$ cat src/rtl/median_window.sv
// Windowed median filter: collects N samples and extracts the exact median by
// repeated max-removal scans. MEDIAN_SIGNED_EN selects two's-complement compares.
module median_window #(
  parameter int WIDTH = 8,
  parameter int N     = 9
) (
  input  logic             CLK,
  input  logic             nRST,
  input  logic [WIDTH-1:0] DI,
  input  logic             DSI,
  output logic             DRDY,
  output logic [WIDTH-1:0] DO,
  output logic             DSO,
  output logic             ERR,
  output logic [1:0]       dbg_state
);

  if (N < 3 || N > 15 || (N % 2) == 0) begin : g_bad_n
    $error("median_window: N must be odd and within 3..15");
  end

  localparam int IW = $clog2(N + 1);
  localparam int K  = (N - 1) / 2;
  localparam logic [IW-1:0] LAST = IW'(N - 1);
  localparam logic [IW-1:0] KP   = IW'(K);

  typedef enum logic [1:0] {IDLE, LOAD, SCAN, DONE} state_t;

  // Handshake: a sample moves on every rising edge where DSI && DRDY are both high.
  // DSI while DRDY is low drops the sample and sets the sticky ERR flag.

  state_t           state;
  logic [WIDTH-1:0] r [N];
  logic [N-1:0]     alive;
  logic [IW-1:0]    cnt;
  logic [IW-1:0]    idx;
  logic [IW-1:0]    pass;
  logic [WIDTH-1:0] max_val;
  logic [IW-1:0]    max_idx;
  logic             have;
  logic             fin;

  logic             have_eff;
  logic             take;
  logic [IW-1:0]    clr_idx;

  function automatic logic gt(input logic [WIDTH-1:0] a, input logic [WIDTH-1:0] b);
`ifdef MEDIAN_SIGNED_EN
    return $signed(a) > $signed(b);
`else
    return a > b;
`endif
  endfunction

  assign DRDY      = (state != SCAN);
  assign dbg_state = state;

  // The first live entry of each pass seeds the running max; strict > keeps the lowest index on ties.
  always_comb begin
    have_eff = have && (idx != '0);
    take     = alive[idx] && (!have_eff || gt(r[idx], max_val));
    clr_idx  = take ? idx : max_idx;
  end

  always_ff @(posedge CLK) begin
    if (!nRST) begin
      state   <= IDLE;
      cnt     <= '0;
      idx     <= '0;
      pass    <= '0;
      alive   <= '1;
      max_val <= '0;
      max_idx <= '0;
      have    <= 1'b0;
      fin     <= 1'b0;
      DO      <= '0;
      DSO     <= 1'b0;
      ERR     <= 1'b0;
    end else begin
      DSO <= 1'b0;
      if (DSI && !DRDY) ERR <= 1'b1;
      case (state)
        IDLE: begin
          if (DSI) begin
            r[0]  <= DI;
            cnt   <= IW'(1);
            state <= LOAD;
          end
        end
        LOAD: begin
          if (DSI) begin
            r[cnt] <= DI;
            if (cnt == LAST) begin
              state <= SCAN;
              idx   <= '0;
              pass  <= '0;
              have  <= 1'b0;
              fin   <= 1'b0;
            end else begin
              cnt <= cnt + IW'(1);
            end
          end
        end
        SCAN: begin
          if (fin) begin
            // The final max settled on the previous edge; publish it.
            DO    <= max_val;
            DSO   <= 1'b1;
            fin   <= 1'b0;
            alive <= '1;
            cnt   <= '0;
            state <= DONE;
          end else begin
            if (take) begin
              max_val <= r[idx];
              max_idx <= idx;
            end
            have <= have_eff || alive[idx];
            if (idx == LAST) begin
              idx <= '0;
              if (pass == KP) begin
                fin <= 1'b1;
              end else begin
                alive[clr_idx] <= 1'b0;
                pass           <= pass + IW'(1);
              end
            end else begin
              idx <= idx + IW'(1);
            end
          end
        end
        DONE: begin
          alive <= '1;
          if (DSI) begin
            r[0]  <= DI;
            cnt   <= IW'(1);
            state <= LOAD;
          end else begin
            cnt   <= '0;
            state <= IDLE;
          end
        end
        default: state <= IDLE;
      endcase
    end
  end

endmodule
$ cat config.mk
export PLATFORM = sky130hd
export DESIGN_NAME = median_window
export DESIGN_NICKNAME = d
export VERILOG_FILES = /design/src/rtl/median_window.sv
export SDC_FILE = /design/constraint.sdc
export NUM_CORES = 1
export LEC_CHECK = 0
export BUFFER_PORTS_ARGS = -buffer_cell sky130_fd_sc_hd__buf_4
export CORE_UTILIZATION = 45
export CTS_BUF_LIST = sky130_fd_sc_hd__clkbuf_8
export CTS_CLUSTER_SIZE = 8
export DETAILED_ROUTE_END_ITERATION = 7
export SETUP_SLACK_MARGIN = 0.05
export SYNTH_ARGS = -nofsm -noshare
export SYNTH_HDL_FRONTEND = slang
export SYNTH_SLANG_ARGS = --single-unit
$ cat constraint.sdc
create_clock -name CLK -period 3.9 [get_ports CLK]
set_input_delay 0.39 -clock CLK [delete_from_list [all_inputs] [get_ports CLK]]
set_output_delay 0.39 -clock CLK [all_outputs]
set_load 0.01 [all_outputs]
======== After elaboration in Yosys (flattened, before gate mapping) ========
Memories as Yosys holds them, arrays and structs flattened. A register that Yosys moved wholly into a read port is not among the register bits.
Cells that the tools add are included.
storage, ports and cells
  memories ................................ 1
  input port bits ......................... 11
  output and inout bits ................... 13
  bits in registers ....................... 47
  word-level logic and storage cells ...... 119
  RAM bits ................................ 72
memories
  name  depth  bits a word  read ports  clocked after Yosys merged registers in  wr ports  line  text
  r     9      8            1           1                                        1         33    logic [WIDTH-1:0] r [N];
operators by class
  mux-type cells .......................... 55
  reduce and logical (&&, ||, !) cells .... 23
  bitwise gates (word level) .............. 4
  eq/ne operators ......................... 17
  order comparisons ....................... 4
  add/sub/neg operators ................... 3
operators by type and width
  operator             count
  $mux 4               15
  $mux 9               3
  $mux 1               22
  $ne 2x2->1 const B   9
  $pmux 9 s2           1
  $mux 8               2
  $pmux 4 s2           2
  $pmux 4 s4           1
  $add 4x1->4 const B  3
  $reduce_and 4->1     3
  $lt 4x5->1 const B   2
  $and 9x9->9          1
  $not 9->9            1
  $reduce_and 3->1     3
  $eq 4x4->1 const B   2
  $gt 8x8->1           1
  $mux 2               4
  $pmux 2 s4           1
  $reduce_or 8->1      1
  $ne 3x3->1 const B   2
  $reduce_and 2->1     3
  $reduce_and 6->1     1
  $bmux 1 s4           1
  $demux 1 s4          1
  other kinds (13)     21

======== Longest topological paths before layout ========
  word-level depth ........................ 16
  gate-level depth with buffers ........... 14
  gate-level depth less buffers ........... 12

======== Worst setup path before layout ========
Ideal clock, no wire load.
  path kind ............................... register -> register
  start ................................... reg (tool-made name)
  end ..................................... reg max_idx[2]
  path buffers ............................ 3
  cell stages (with the launch flop) ...... 15
  clock period less this slack ............ 3.337 ns
  slack ................................... 0.563 ns
  arrival time ............................ 3.221 ns
  library setup time ...................... 0.116 ns
  required time ........................... 3.784 ns
  cell sequence ........................... dfxtp_1 > buf_2 > buf_2 > mux4_2 > mux2i_1 > o21ai_0 > ha_1 > nor2b_1 > o211ai_1 > a211oi_1 > o32ai_4 > or2b_4 > buf_8 > mux2i_1 > nor2b_1
RTL lines
  what                  line  text
  to (signal assigned)  116   max_idx <= idx;
  to (decl)             39    logic [IW-1:0] max_idx;

==> run_results.csv <==
group,metric,value,unit
status,outcome,"complete, but fails checks",
status,violations,"design-rule violations",
yosys,synth_warnings,0,
yosys,syn_area_per_cell,12.1,µm²
final_layout,layout-area-overhead-vs-synth,13.0,%
clock_tree,post-cts-setup-buffers,0,
worst_hold_path,hold_path.class,"input port to flip-flop",
clock_tree,post_cts_resized,0,
yosys,mappedNetlistNets,482,
yosys,post_synthesis_instance_area,5480,µm²
clock_tree,clk_path_buf_depth,2,
final_layout,layout.cells.most_common,"sky130_fd_sc_hd__edfxtp_1",
grt,via_count_of_the_first_global_routing_pass,3343,
sta,max_slew_headroom,34.9,%
critical_path,worst-endpoint-arrival,3780,ps
route,routed-via-count,3503,
worst_hold_path,timing.hold.worst.start,"DI[2]",
yosys,synth.yosys.seq_area_share,58.1,%
final_layout,final_core_util,53.1,%
grt,grt-ovfl-total,0,
yosys,synth_top_cells_by_area,"sky130_fd_sc_hd__edfxtp_1 39%, sky130_fd_sc_hd__dfxtp_1 19%, sky130_fd_sc_hd__mux4_2 6.6%, sky130_fd_sc_hd__ha_1 4.3%, sky130_fd_sc_hd__mux2i_1 3.8%",
route,wirelength,11.3,mm
yosys,ys_ff_latch,123,
final_layout,antenna_cells_inserted,0,
floorplanning,initial_utilization,47.0,%
clock_tree,worst_setup_hold_path_clk_slew,80,ps
route,drt_drc_violations_left,1,
sta,grt_setup_unrepaired,"no",
yosys,syn-instance-count,452,
floorplanning,io_pins,24,
clock_tree,clock_tree_from_tritoncts,"built",
yosys,synth_cell_types,51,
yosys,async_flop_share,0,%
clock_tree,postCtsHoldBufs,0,
floorplanning,core_area,11700,µm²
critical_path,crit_path_end_kind,"flip-flop",
route,post_drt_via_cell_ratio,5.51,
route,final_antenna_net_count,0,
critical_path,critical_path_peak_fanout,12,
route,routedWlPerCell,17.7,µm
clock_tree,cts_buffers,17,
clock_tree,clock_tree.root_cell,"sky130_fd_sc_hd__clkbuf_8",
sta,final.setup_skew,9.09,ps
sta,timing.setup.tns,0,ps
final_layout,final_net_count,510,
floorplanning,rows,39,
yosys,synth_top_cell_area_share,39.5,%
route,drtIter0Drc,198,
sta,final_max_slew_viol_count,0,
clock_tree,clk-insertion-delay-late,440,ps
critical_path,crit_required,4200,ps
yosys,postSynth.topFlopCell,"sky130_fd_sc_hd__edfxtp_1",
final_layout,final_cell_mix,"72 x sky130_fd_sc_hd__edfxtp_1, 52 x sky130_fd_sc_hd__nand2_1, 51 x sky130_fd_sc_hd__dfxtp_1, 30 x sky130_fd_sc_hd__buf_4, 26 x sky130_fd_sc_hd__o21ai_0",
clock_tree,cts_num_sinks,123,
power_and_ir_drop,max-vdd-ir-drop,306,µV
critical_path,critPathKind,"flip-flop to flip-flop",
sta,final_period_minus_worst_setup_slack,3490,ps
sta,finalSetupViolations,0,
placed_design,port_buffers,23,
floorplanning,floorplan.die_area,12600,µm²
critical_path,critPathLaunchType,"flip-flop",
grt,initial_antenna_violation_count,0,
grt,grt_pass1_wl,17.6,mm
yosys,synth_top_area_cell,"sky130_fd_sc_hd__edfxtp_1",
yosys,synth_enable_flop_cells,72,
placed_design,dp_hpwl,7.53,mm
sta,max_freq,0.287,GHz
final_layout,fill_cell_total_of_the_finished_layout,984,
flow_run,max_cap_viol_count,0,
clock_tree,cts_max_level,4,
floorplanning,die-width,112,µm
grt,global_routing_usage_summed_across_all_routing_layers,18.9,%
power_and_ir_drop,power-per-cell-area,523,nW/µm²
sta,worst-slew-pin-transition,971,ps
sta,timing.final.crit_share,89.4,%
power_and_ir_drop,cellLeakagePower,2.14,nW
placed_design,globalplace.congestion,0.859,
route,firstDrtPassIters,8,
sta,hold_vio_cnt_final,0,
grt,grt_start_max_net_pins,42,
floorplanning,die_y,112,µm
final_layout,share_of_cells_above_drive_strength_1,16.8,%
## cells in the mapped netlist, types with 16 or more instances
| cell | number |
|---|---|
| sky130_fd_sc_hd__nand2_1 | 52 |
| sky130_fd_sc_hd__inv_1 | 19 |
| sky130_fd_sc_hd__ha_1 | 19 |
| sky130_fd_sc_hd__mux4_2 | 16 |
| sky130_fd_sc_hd__nor2b_1 | 25 |
| sky130_fd_sc_hd__nor2_1 | 21 |
| sky130_fd_sc_hd__edfxtp_1 | 72 |
| sky130_fd_sc_hd__a21oi_1 | 19 |
| sky130_fd_sc_hd__mux2i_1 | 21 |
| sky130_fd_sc_hd__dfxtp_1 | 51 |
| sky130_fd_sc_hd__o21ai_0 | 26 |
## through the flow
| step | power, mW | area [µm²] | cells | setup WS [ps] | hold WS [ps] |
|---|---|---|---|---|---|
| final | 3.24 | 6190 | 636 | 415 | 183 |
| after floorplan | 2.01 | 5480 | 452 | 563 | 435 |
| after global routing | 3.41 | 6190 | 636 | 79.2 | 168 |
| after global placement | 2.16 | 5810 | 604 | 481 | 446 |
| after CTS | 3.27 | 6190 | 636 | 421 | 161 |
| after detailed placement | 2.18 | 5810 | 604 | 436 | 455 |
## final timing paths
check                           depth (start not counted)  slack (ps)  endpoint
worst min register to register                          2         460  alive[0]
worst min-delay path                                    1         180   r[1][2]
worst max register to register                         12         410  alive[4]
worst max-delay path                                   12         410  alive[4]
## power by group
group / leakage (nW) / internal [mW] / total (mW) / switching, mW
Clock: 0.189 / 0.565 / 1.09 / 0.527
Combinational: 0.887 / 0.261 / 0.654 / 0.393
Sequential: 1.06 / 1.44 / 1.50 / 0.0570
## kinds of logic after synthesis
kind of cell    synth area share, %
simple gates                   13.4
flops                          58.1
compound gates                 9.82
buf+inv                        3.31
mux                            10.7
fa+ha+maj                      4.34
xor+xnor                      0.320
## critical path: stages, from the launching register on
cell	delay, ps
sky130_fd_sc_hd__dfxtp_1	380
sky130_fd_sc_hd__buf_12	180
sky130_fd_sc_hd__mux4_2	490
sky130_fd_sc_hd__mux2i_1	160
sky130_fd_sc_hd__o21ai_0	170
sky130_fd_sc_hd__ha_1	360
sky130_fd_sc_hd__nor2b_1	140
sky130_fd_sc_hd__o211ai_1	110
sky130_fd_sc_hd__a211o_1	310
sky130_fd_sc_hd__a311oi_1	540
sky130_fd_sc_hd__a22oi_1	230
sky130_fd_sc_hd__o21ai_0	190
sky130_fd_sc_hd__nand2_1	60
## cell type report
type / instances / area, µm² / area share [%]
timing repair buffer: 31 / 245 / 3.96
sequential: 123 / 3180 / 51.4
multi-input combinational: 288 / 2130 / 34.4
clock inverter: 15 / 151 / 2.44
clock buffer: 17 / 234 / 3.78
tap: 143 / 179 / 2.89
inverter: 19 / 71.3 / 1.15
## layer usage
layer | wire, µm | vias to the layer above | global-route usage (%) | part of all wire [%]
met5 | 0 | - | 0 | 0
met4 | 243 | 0 | 8.18 | 2.2
met3 | 476 | 18 | 4.91 | 4.2
met2 | 5470 | 86 | 30.9 | 48
met1 | 5090 | 1684 | 23.9 | 45
li1 | - | 1715 | - | -
## sequential cells by signal, summed over array words and instances (netlist names), named ones only
register	cells
r	72
alive	9
DO	8
max_val	8
cnt	4
idx	4
max_idx	4
pass	4
dbg_state	2
DSO	1
ERR	1
fin	1
have	1
Power figures use the tool's default switching activity.
